### config.mk
export PLATFORM = sky130hd
export DESIGN_NAME = sequential_shifter_right
export DESIGN_NICKNAME = d
export VERILOG_FILES = /design/src/rtl/shifter_pkg.sv /design/src/rtl/configurable_mux.sv /design/src/rtl/fixed_shifter_right.sv /design/src/rtl/sequential_shifter_right.sv
export SDC_FILE = /design/constraint.sdc
export NUM_CORES = 1
export LEC_CHECK = 0
export CAP_MARGIN = 40
export CORE_UTILIZATION = 38
export DETAILED_ROUTE_END_ITERATION = 12
export HOLD_SLACK_MARGIN = 0.03
export PLACE_DENSITY = 0.7
export SLEW_MARGIN = 20
export SYNTH_ARGS = -nofsm -noshare
export SYNTH_HDL_FRONTEND = slang
export SYNTH_SLANG_ARGS = --single-unit
### constraint.sdc
create_clock -name clk_i -period 6.6 [get_ports clk_i]
set_clock_uncertainty 0.15 [all_clocks]
set_input_delay 1.32 -clock clk_i [delete_from_list [all_inputs] [get_ports clk_i]]
set_output_delay 1.32 -clock clk_i [all_outputs]
set_load 0.01 [all_outputs]
### src/rtl/shifter_pkg.sv
// Shared types and constants for the multi-cycle right shifter.
package shifter_pkg;

  typedef enum logic [1:0] {IDLE, SHIFT, DONE} shift_state_t;

  localparam logic SHIFT_LOGICAL = 1'b0;
  localparam logic SHIFT_ARITH   = 1'b1;

endpackage

### src/rtl/configurable_mux.sv
// N-input one-hot-free selector; out-of-range selects yield zero.
module configurable_mux #(
  parameter int nb_bits_data = 32,
  parameter int nb_inputs    = 2,
  parameter int nb_bits_sel  = (nb_inputs > 1) ? $clog2(nb_inputs) : 1
) (
  input  logic [nb_bits_data-1:0] data_i [nb_inputs],
  input  logic [nb_bits_sel-1:0]  sel_i,
  output logic [nb_bits_data-1:0] data_o
);

  always_comb begin
    data_o = '0;
    for (int i = 0; i < nb_inputs; i++) begin
      if (sel_i == nb_bits_sel'(i)) data_o = data_i[i];
    end
  end

endmodule

### src/rtl/fixed_shifter_right.sv
// One constant-distance right-shift stage with bypass when not enabled.
module fixed_shifter_right
  import shifter_pkg::*;
#(
  parameter int nb_bits_data = 32,
  parameter int shift_value  = 1
) (
  input  logic [nb_bits_data-1:0] data_i,
  input  logic                    enable_i,
  input  logic                    arith_i,
  output logic [nb_bits_data-1:0] data_o
);

  logic [nb_bits_data-1:0] shifted;
  logic [nb_bits_data-1:0] choices [2];

  // Arithmetic fill copies the current MSB, which an arithmetic stage never changes.
  assign shifted = (arith_i == SHIFT_ARITH)
                   ? nb_bits_data'($signed(data_i) >>> shift_value)
                   : data_i >> shift_value;

  assign choices[0] = data_i;
  assign choices[1] = shifted;

  configurable_mux #(
    .nb_bits_data(nb_bits_data),
    .nb_inputs   (2)
  ) bypass_mux (
    .data_i(choices),
    .sel_i (enable_i),
    .data_o(data_o)
  );

endmodule

### src/rtl/sequential_shifter_right.sv
// Multi-cycle SRL/SRA: one power-of-two stage per cycle, fixed latency.
//   state | meaning
//   IDLE  | waiting for start_i, ready_o high
//   SHIFT | applying stage cnt_q to the working register
//   DONE  | result in data_o, valid_o pulse, may accept next start
module sequential_shifter_right
  import shifter_pkg::*;
#(
  parameter int nb_bits_data  = 32,
  parameter int nb_bits_shamt = $clog2(nb_bits_data)
) (
  input  logic                     clk_i,
  input  logic                     rst_i,
  input  logic                     start_i,
  input  logic [nb_bits_data-1:0]  data_i,
  input  logic [nb_bits_shamt-1:0] shamt_i,
  input  logic                     arith_i,
  output logic                     ready_o,
  output logic                     valid_o,
  output logic [nb_bits_data-1:0]  data_o
);

  localparam int nb_bits_cnt = (nb_bits_shamt > 1) ? $clog2(nb_bits_shamt) : 1;
  localparam logic [nb_bits_cnt-1:0] last_stage = nb_bits_cnt'(nb_bits_shamt - 1);

  shift_state_t state_q, state_d;
  logic [nb_bits_data-1:0]  work_q;
  logic [nb_bits_data-1:0]  result_q;
  logic [nb_bits_data-1:0]  stage_sel;
  logic [nb_bits_data-1:0]  stage_out [nb_bits_shamt];
  logic [nb_bits_shamt-1:0] shamt_q;
  logic                     arith_q;
  logic [nb_bits_cnt-1:0]   cnt_q;
  logic                     accept;

  for (genvar k = 0; k < nb_bits_shamt; k++) begin : g_stage
    fixed_shifter_right #(
      .nb_bits_data(nb_bits_data),
      .shift_value (1 << k)
    ) stage (
      .data_i  (work_q),
      .enable_i(shamt_q[k]),
      .arith_i (arith_q),
      .data_o  (stage_out[k])
    );
  end

  configurable_mux #(
    .nb_bits_data(nb_bits_data),
    .nb_inputs   (nb_bits_shamt),
    .nb_bits_sel (nb_bits_cnt)
  ) stage_mux (
    .data_i(stage_out),
    .sel_i (cnt_q),
    .data_o(stage_sel)
  );

  always_comb begin
    state_d = state_q;
    ready_o = 1'b0;
    valid_o = 1'b0;
    accept  = 1'b0;
    case (state_q)
      IDLE: begin
        ready_o = 1'b1;
        if (start_i) begin
          accept  = 1'b1;
          state_d = SHIFT;
        end
      end
      SHIFT: begin
        if (cnt_q == last_stage) state_d = DONE;
      end
      DONE: begin
        ready_o = 1'b1;
        valid_o = 1'b1;
        if (start_i) begin
          accept  = 1'b1;
          state_d = SHIFT;
        end else begin
          state_d = IDLE;
        end
      end
      default: state_d = IDLE;
    endcase
  end

  always_ff @(posedge clk_i or posedge rst_i) begin
    if (rst_i) begin
      state_q  <= IDLE;
      work_q   <= '0;
      result_q <= '0;
      shamt_q  <= '0;
      arith_q  <= SHIFT_LOGICAL;
      cnt_q    <= '0;
    end else begin
      state_q <= state_d;
      if (accept) begin
        work_q  <= data_i;
        shamt_q <= shamt_i;
        arith_q <= arith_i;
        cnt_q   <= '0;
      end else if (state_q == SHIFT) begin
        work_q <= stage_sel;
        cnt_q  <= cnt_q + 1'b1;
        if (cnt_q == last_stage) result_q <= stage_sel;
      end
    end
  end

  assign data_o = result_q;

endmodule

# --- Word-level counts from Yosys, hierarchy flattened ---
# Index checks and enable logic that the tools add are counted.
word_totals:
  input_bits: 41
  ff_bits: 75
  elab_cells: 49
classes:
  muxes: 27
  n_reduce_logical: 6
  addsub: 1
  bitwise_logic: 1
  eq_ne: 8
op_table:
  columns: ["operator", "count"]
  rows:
  - ["$mux 32", 17]
  - ["$eq 3x2->1 const B", 2]
  - ["$mux 3", 2]
  - ["$pmux 2 s3", 1]
  - ["$mux 1", 5]
  - ["$mux 2", 2]
  - ["$add 3x1->3 const B", 1]
  - ["$eq 3x1->1 const B", 1]
  - ["$eq 3x3->1 const B", 1]
  - ["$logic_not 3->1", 1]
  - ["$reduce_and 3->1", 1]
  - ["$eq 2x1->1 const B", 1]
  - ["$eq 2x2->1 const B", 1]
  - ["$logic_not 2->1", 1]
  - ["$ne 2x1->1 const B", 1]
  - ["$ne 2x2->1 const B", 1]
  - ["$reduce_and 2->1", 1]
  - ["$reduce_bool 2->1", 1]
  - ["$reduce_or 2->1", 1]
  - ["$not 1->1", 1]

# --- Depth between registers and ports, before layout ---
depth:
  word_depth: 9
  mapped_depth: 9
  ltp_nobuf: 7

# --- By module ---
# A second synthesis with hierarchy kept.
hier_totals:
  cells_unflattened: 666
  area_unflattened_um2: 7536.0
by_module_without_submodules:
  columns: ["module", "cells_each", "area_per_inst_um2", "n_inst"]
  rows:
  - ["sequential_shifter_right", 292, 3505.9, 1]
  - ["configurable_mux (g_stage[0].stage.bypass_mux ...)", 36, 544.3, 5]
  - ["configurable_mux (stage_mux)", 189, 1277.5, 1]
  - ["fixed_shifter_right", 1, 6.3, 5]

# --- Worst setup path before layout ---
# Ideal clock, no wire load.
synth_path:
  path_type: "input to register"
  start: "input port start_i"
  end: "register work_q[10]"
  setup_slack_ns: 3.966
  setup_ns: 0.142
  arrival_time_ns: 2.342
  cell_stages: 5
  path_cell_list: "nor2b_1 > buf_2 > clkbuf_1 > mux2i_1 > o221ai_1"
synth_between:
  elab_chain_cells: 3
  elab_cells_between_ends: 4
  cone_classes: "3 x mux; 1 x reduce/logical"
synth_lines:
  columns: ["item", "line", "source"]
  rows:
  - ["start: declaration", "sequential_shifter_right.sv:14", "input logic start_i,"]
  - ["$mux 1 *", "sequential_shifter_right.sv:66, sequential_shifter_right.sv:77", null]
  - ["$mux 1 *", null, null]
  - ["$mux 32 / $reduce_bool 2->1 (equally long branches)", null, null]
  - ["end signal: assignment", "sequential_shifter_right.sv:99", "work_q <= data_i;"]
  - ["end signal: assignment", "sequential_shifter_right.sv:104", "work_q <= stage_sel;"]
  - ["end: declaration", "sequential_shifter_right.sv:27", "logic [nb_bits_data-1:0] work_q;"]
# Mark *: on every way between the ends. The rest lies on a longest branch, timed or not.
# A chain may end at the register's enable or synchronous reset.

# --- Worst setup path after layout ---
layout_path:
  start: "input port start_i"
  end: "register work_q[25]"
# The elaborated chain is that of the path after synthesis.

==> flow_summary_export.csv <==
group,metric,value,unit
timing,period_needed,3.23,ns
logic_synthesis,synth.largest_area_cell,"dfrtp_1",
clock_tree,cts_tree,"yes",
drt,wl_met1,7.56,mm
grt,antenna_found_initial,0,
logic_synthesis,async_flop_share,1.00,
drt,drt.antenna.violating_nets,0,
place,hpwlAfterDp,10.8,mm
finish,final_nets,668,
setup_path,crit_type,"input pin to register",
timing,rsz0062_at_grt,"no",
setup_path,crit_slowest_cell,"clkdlybuf4s50_1",
logic_synthesis,synth_top_area_frac,0.338,
logic_synthesis,ys_ff_latch,75,
setup_path,arrival,3.30,ns
worst_hold_path,worstHoldPathType,"register to register",
pwr,vdd_drop_max,0.204,mV
finish,drive_above_1_share,0.0686,
logic_synthesis,synthTopCellsByArea,"dfrtp_1 (34%), mux2i_1 (25%), clkbuf_1 (3.7%)",
place,dp_cells,790,
clock_tree,cts_setup_buffers,0,
timing,postLayoutSetupSlackWorst,3.37,ns
drt,route.met2.wl,7.30,mm
place,gp_congestion,0.865,
logic_synthesis,syn-num-nets,653,
finish,syn_to_final_growth,19.8,%
setup_path,critPathRequiredTime,6.67,ns
clock_tree,cts_sinks,75,
floorplan,die-height,123,um
drt,wl_met3,1.28,mm
pwr,p_leak,2.78,nW
grt,grt_pass1_vias,4985,
flow_run,drv_cap,0,
drt,drc,0,
place,pre_cts_ws,3.06,ns
clock_tree,numCtsBuffers,9,
timing,slew_headroom,0.573,
clock_tree,htreeDepth,3,
timing,fin_crit_sh,0.489,
grt,overflow,0,
grt,gr-usage-all-layers,0.228,
timing,worst_slew_pin_slew,0.638,ns
drt,drtIter0Drc,503,
finish,antennaDiodeCount,0,
place,io_buffers,74,
pwr,power_density,558,mW/mm2
clock_tree,cts_buffer_depth,2,
drt,top_layer,"met4",
setup_path,cpMostUsedCell,"buf_4",
floorplan,fp-row-count,43,
timing,finalMaxSlewViolations,0,
logic_synthesis,synthCells,607,
timing,setup-violations-final,0,
logic_synthesis,yosysWarnings,0,
clock_tree,hold_buffers,0,
clock_tree,cts_root_buf,"clkbuf_16",
timing,tns,0,ns
drt,first_pass_iters,7,
drt,avgViaCountPerCell,6.20,
finish,final_cells,807,
drt,vias,5002,
timing,hold_ws,0.332,ns
timing,hold_viol_final,0,
setup_path,critPathMaxFanout,41,
floorplan,initial_core_util,0.395,
clock_tree,clk_pin_slew,0.06,ns
setup_path,max_stage_delay,0.48,ns
timing,fmax,310,MHz
logic_synthesis,ys_seq_area_frac,0.338,
grt,grt_pass1_wl,26.8,mm
setup_path,path_cells,"clkdlybuf4s50_1 > nor2b_4 > buf_4 > nor2_1 > buf_4 > a221oi_1 > nand2_1",
drt,drt_wl_total,16.5,mm
logic_synthesis,avgSynthCellArea,9.15,um2
logic_synthesis,synth.distinct_cells,39,
setup_path,endpoint_kind,"register",
grt,grt_max_degree,53,
floorplan,die-area,0.0151,mm2
logic_synthesis,synth_flop_cell,"dfrtp_1",
floorplan,die_w,123,um
drt,post_drt_wl_per_cell,20.4,um
logic_synthesis,synth_edf_count,0,
pwr,p_total,3.71,mW
clock_tree,cts_resized,0,
clock_tree,clk_latency,0.34,ns
floorplan,ios,75,
logic_synthesis,netlist_area,0.00555,mm2
setup_path,startpoint_type,"input pin",
floorplan,core,0.0140,mm2
status,status,"complete, no violations",
report_power, final:
part           internal [mW]  total (mW)  switching, mW
logic                  0.964        2.10           1.13
clock network          0.380       0.578          0.198
registers              0.665        1.04          0.371
total                   2.01        3.71           1.70
routing by layer:
metal  vias to the layer above  GRT usage
li1                       2292          -
met1                      2426      0.329
met2                       253      0.337
met3                        31     0.0376
met4                         0     0.0930
met5                         -          0
metrics by stage:
| step | cell area (um2) | utilization |
|---|---|---|
| 2_1_floorplan | 5550 | - |
| 3_3_place_gp | 6250 | 0.445 |
| 3_5_place_dp | 6290 | 0.448 |
| 4_1_cts | 6640 | 0.473 |
| 5_1_grt | 6650 | 0.474 |
| 6_report | 6650 | 0.474 |
final cells by class:
type | count | area, um2
timing repair buffer | 91 | 892
clock inverter | 6 | 111
tap | 180 | 225
sequential | 75 | 1880
fill | 1296 | 7390
multi-input combinational | 437 | 3280
clock buffer | 10 | 239
inverter | 8 | 30.0
state kept, by name, summed over array words and instances (netlist names):
| signal | cells |
|---|---|
| shamt_q | 5 |
| work_q | 32 |
| state_q | 2 |
| cnt_q | 3 |
| data_o | 32 |
| arith_q | 1 |
final timing paths:
kind / cells after the start / end / start / slack [ns]
min in group asynchronous: 3 / data_o[11] / rst_i / 1.24
max in group asynchronous: 4 / work_q[29] / rst_i / 4.48
min reg2reg: 1 / data_o[26] / data_o[26] / 0.33
min: 1 / data_o[26] / data_o[26] / 0.33
max: 7 / work_q[25] / start_i / 3.37
max reg2reg: 10 / work_q[24] / cnt_q[2] / 3.77
worst max-delay path: cells and delay by family:
family	cells	cell delay [ns]
AOI/OAI and AO/OA	1	0.25
and+or+nand+nor	3	0.51
buffers and inverters	3	1.20
synth_stat cells (2+ instances only):
cell type,instances
a211oi_1,7
a21o_1,12
a21oi_1,15
a221o_1,4
a221oi_1,16
a22oi_1,25
and2_1,3
and3_1,3
buf_1,4
buf_2,24
buf_4,2
buf_6,2
clkbuf_1,55
dfrtp_1,75
ha_1,5
inv_1,8
mux2_2,3
mux2i_1,141
nand2_1,55
nand2b_1,8
nor2_1,20
nor2b_1,3
o211ai_1,22
o21ai_0,36
o21ai_1,2
o221ai_1,15
o22ai_1,29
o22ai_2,2
layout by cell type, fill, tap and decap left out, types with 3 or more instances in the layout:
cell               n
mux2i_1          141
dfrtp_1           75
clkdlybuf4s50_1   74
nand2_1           54
o21ai_0           36
o22ai_1           29
a22oi_1           25
o211ai_1          22
nor2_1            20
a221oi_1          16
a21oi_1           15
o221ai_1          15
buf_4             14
a21o_1            12
clkbuf_16          9
nand2b_1           8
inv_1              7
a211oi_1           7
ha_1               5
a221o_1            4
and2_1             3
and3_1             3
mux2_2             3
bufinv_16          3
cell families (layout without fill, tap and decap cells):
| family | after synthesis | after routing | share of synthesized area |
|---|---|---|---|
| simple gates | 97 | 97 | 0.0773 |
| fa+ha+maj | 5 | 5 | 0.0113 |
| compound gates | 191 | 191 | 0.239 |
| mux | 144 | 144 | 0.260 |
| flops | 75 | 75 | 0.338 |
| buf+inv | 95 | 115 | 0.0737 |
No activity file was read; power rests on OpenSTA's default activity.
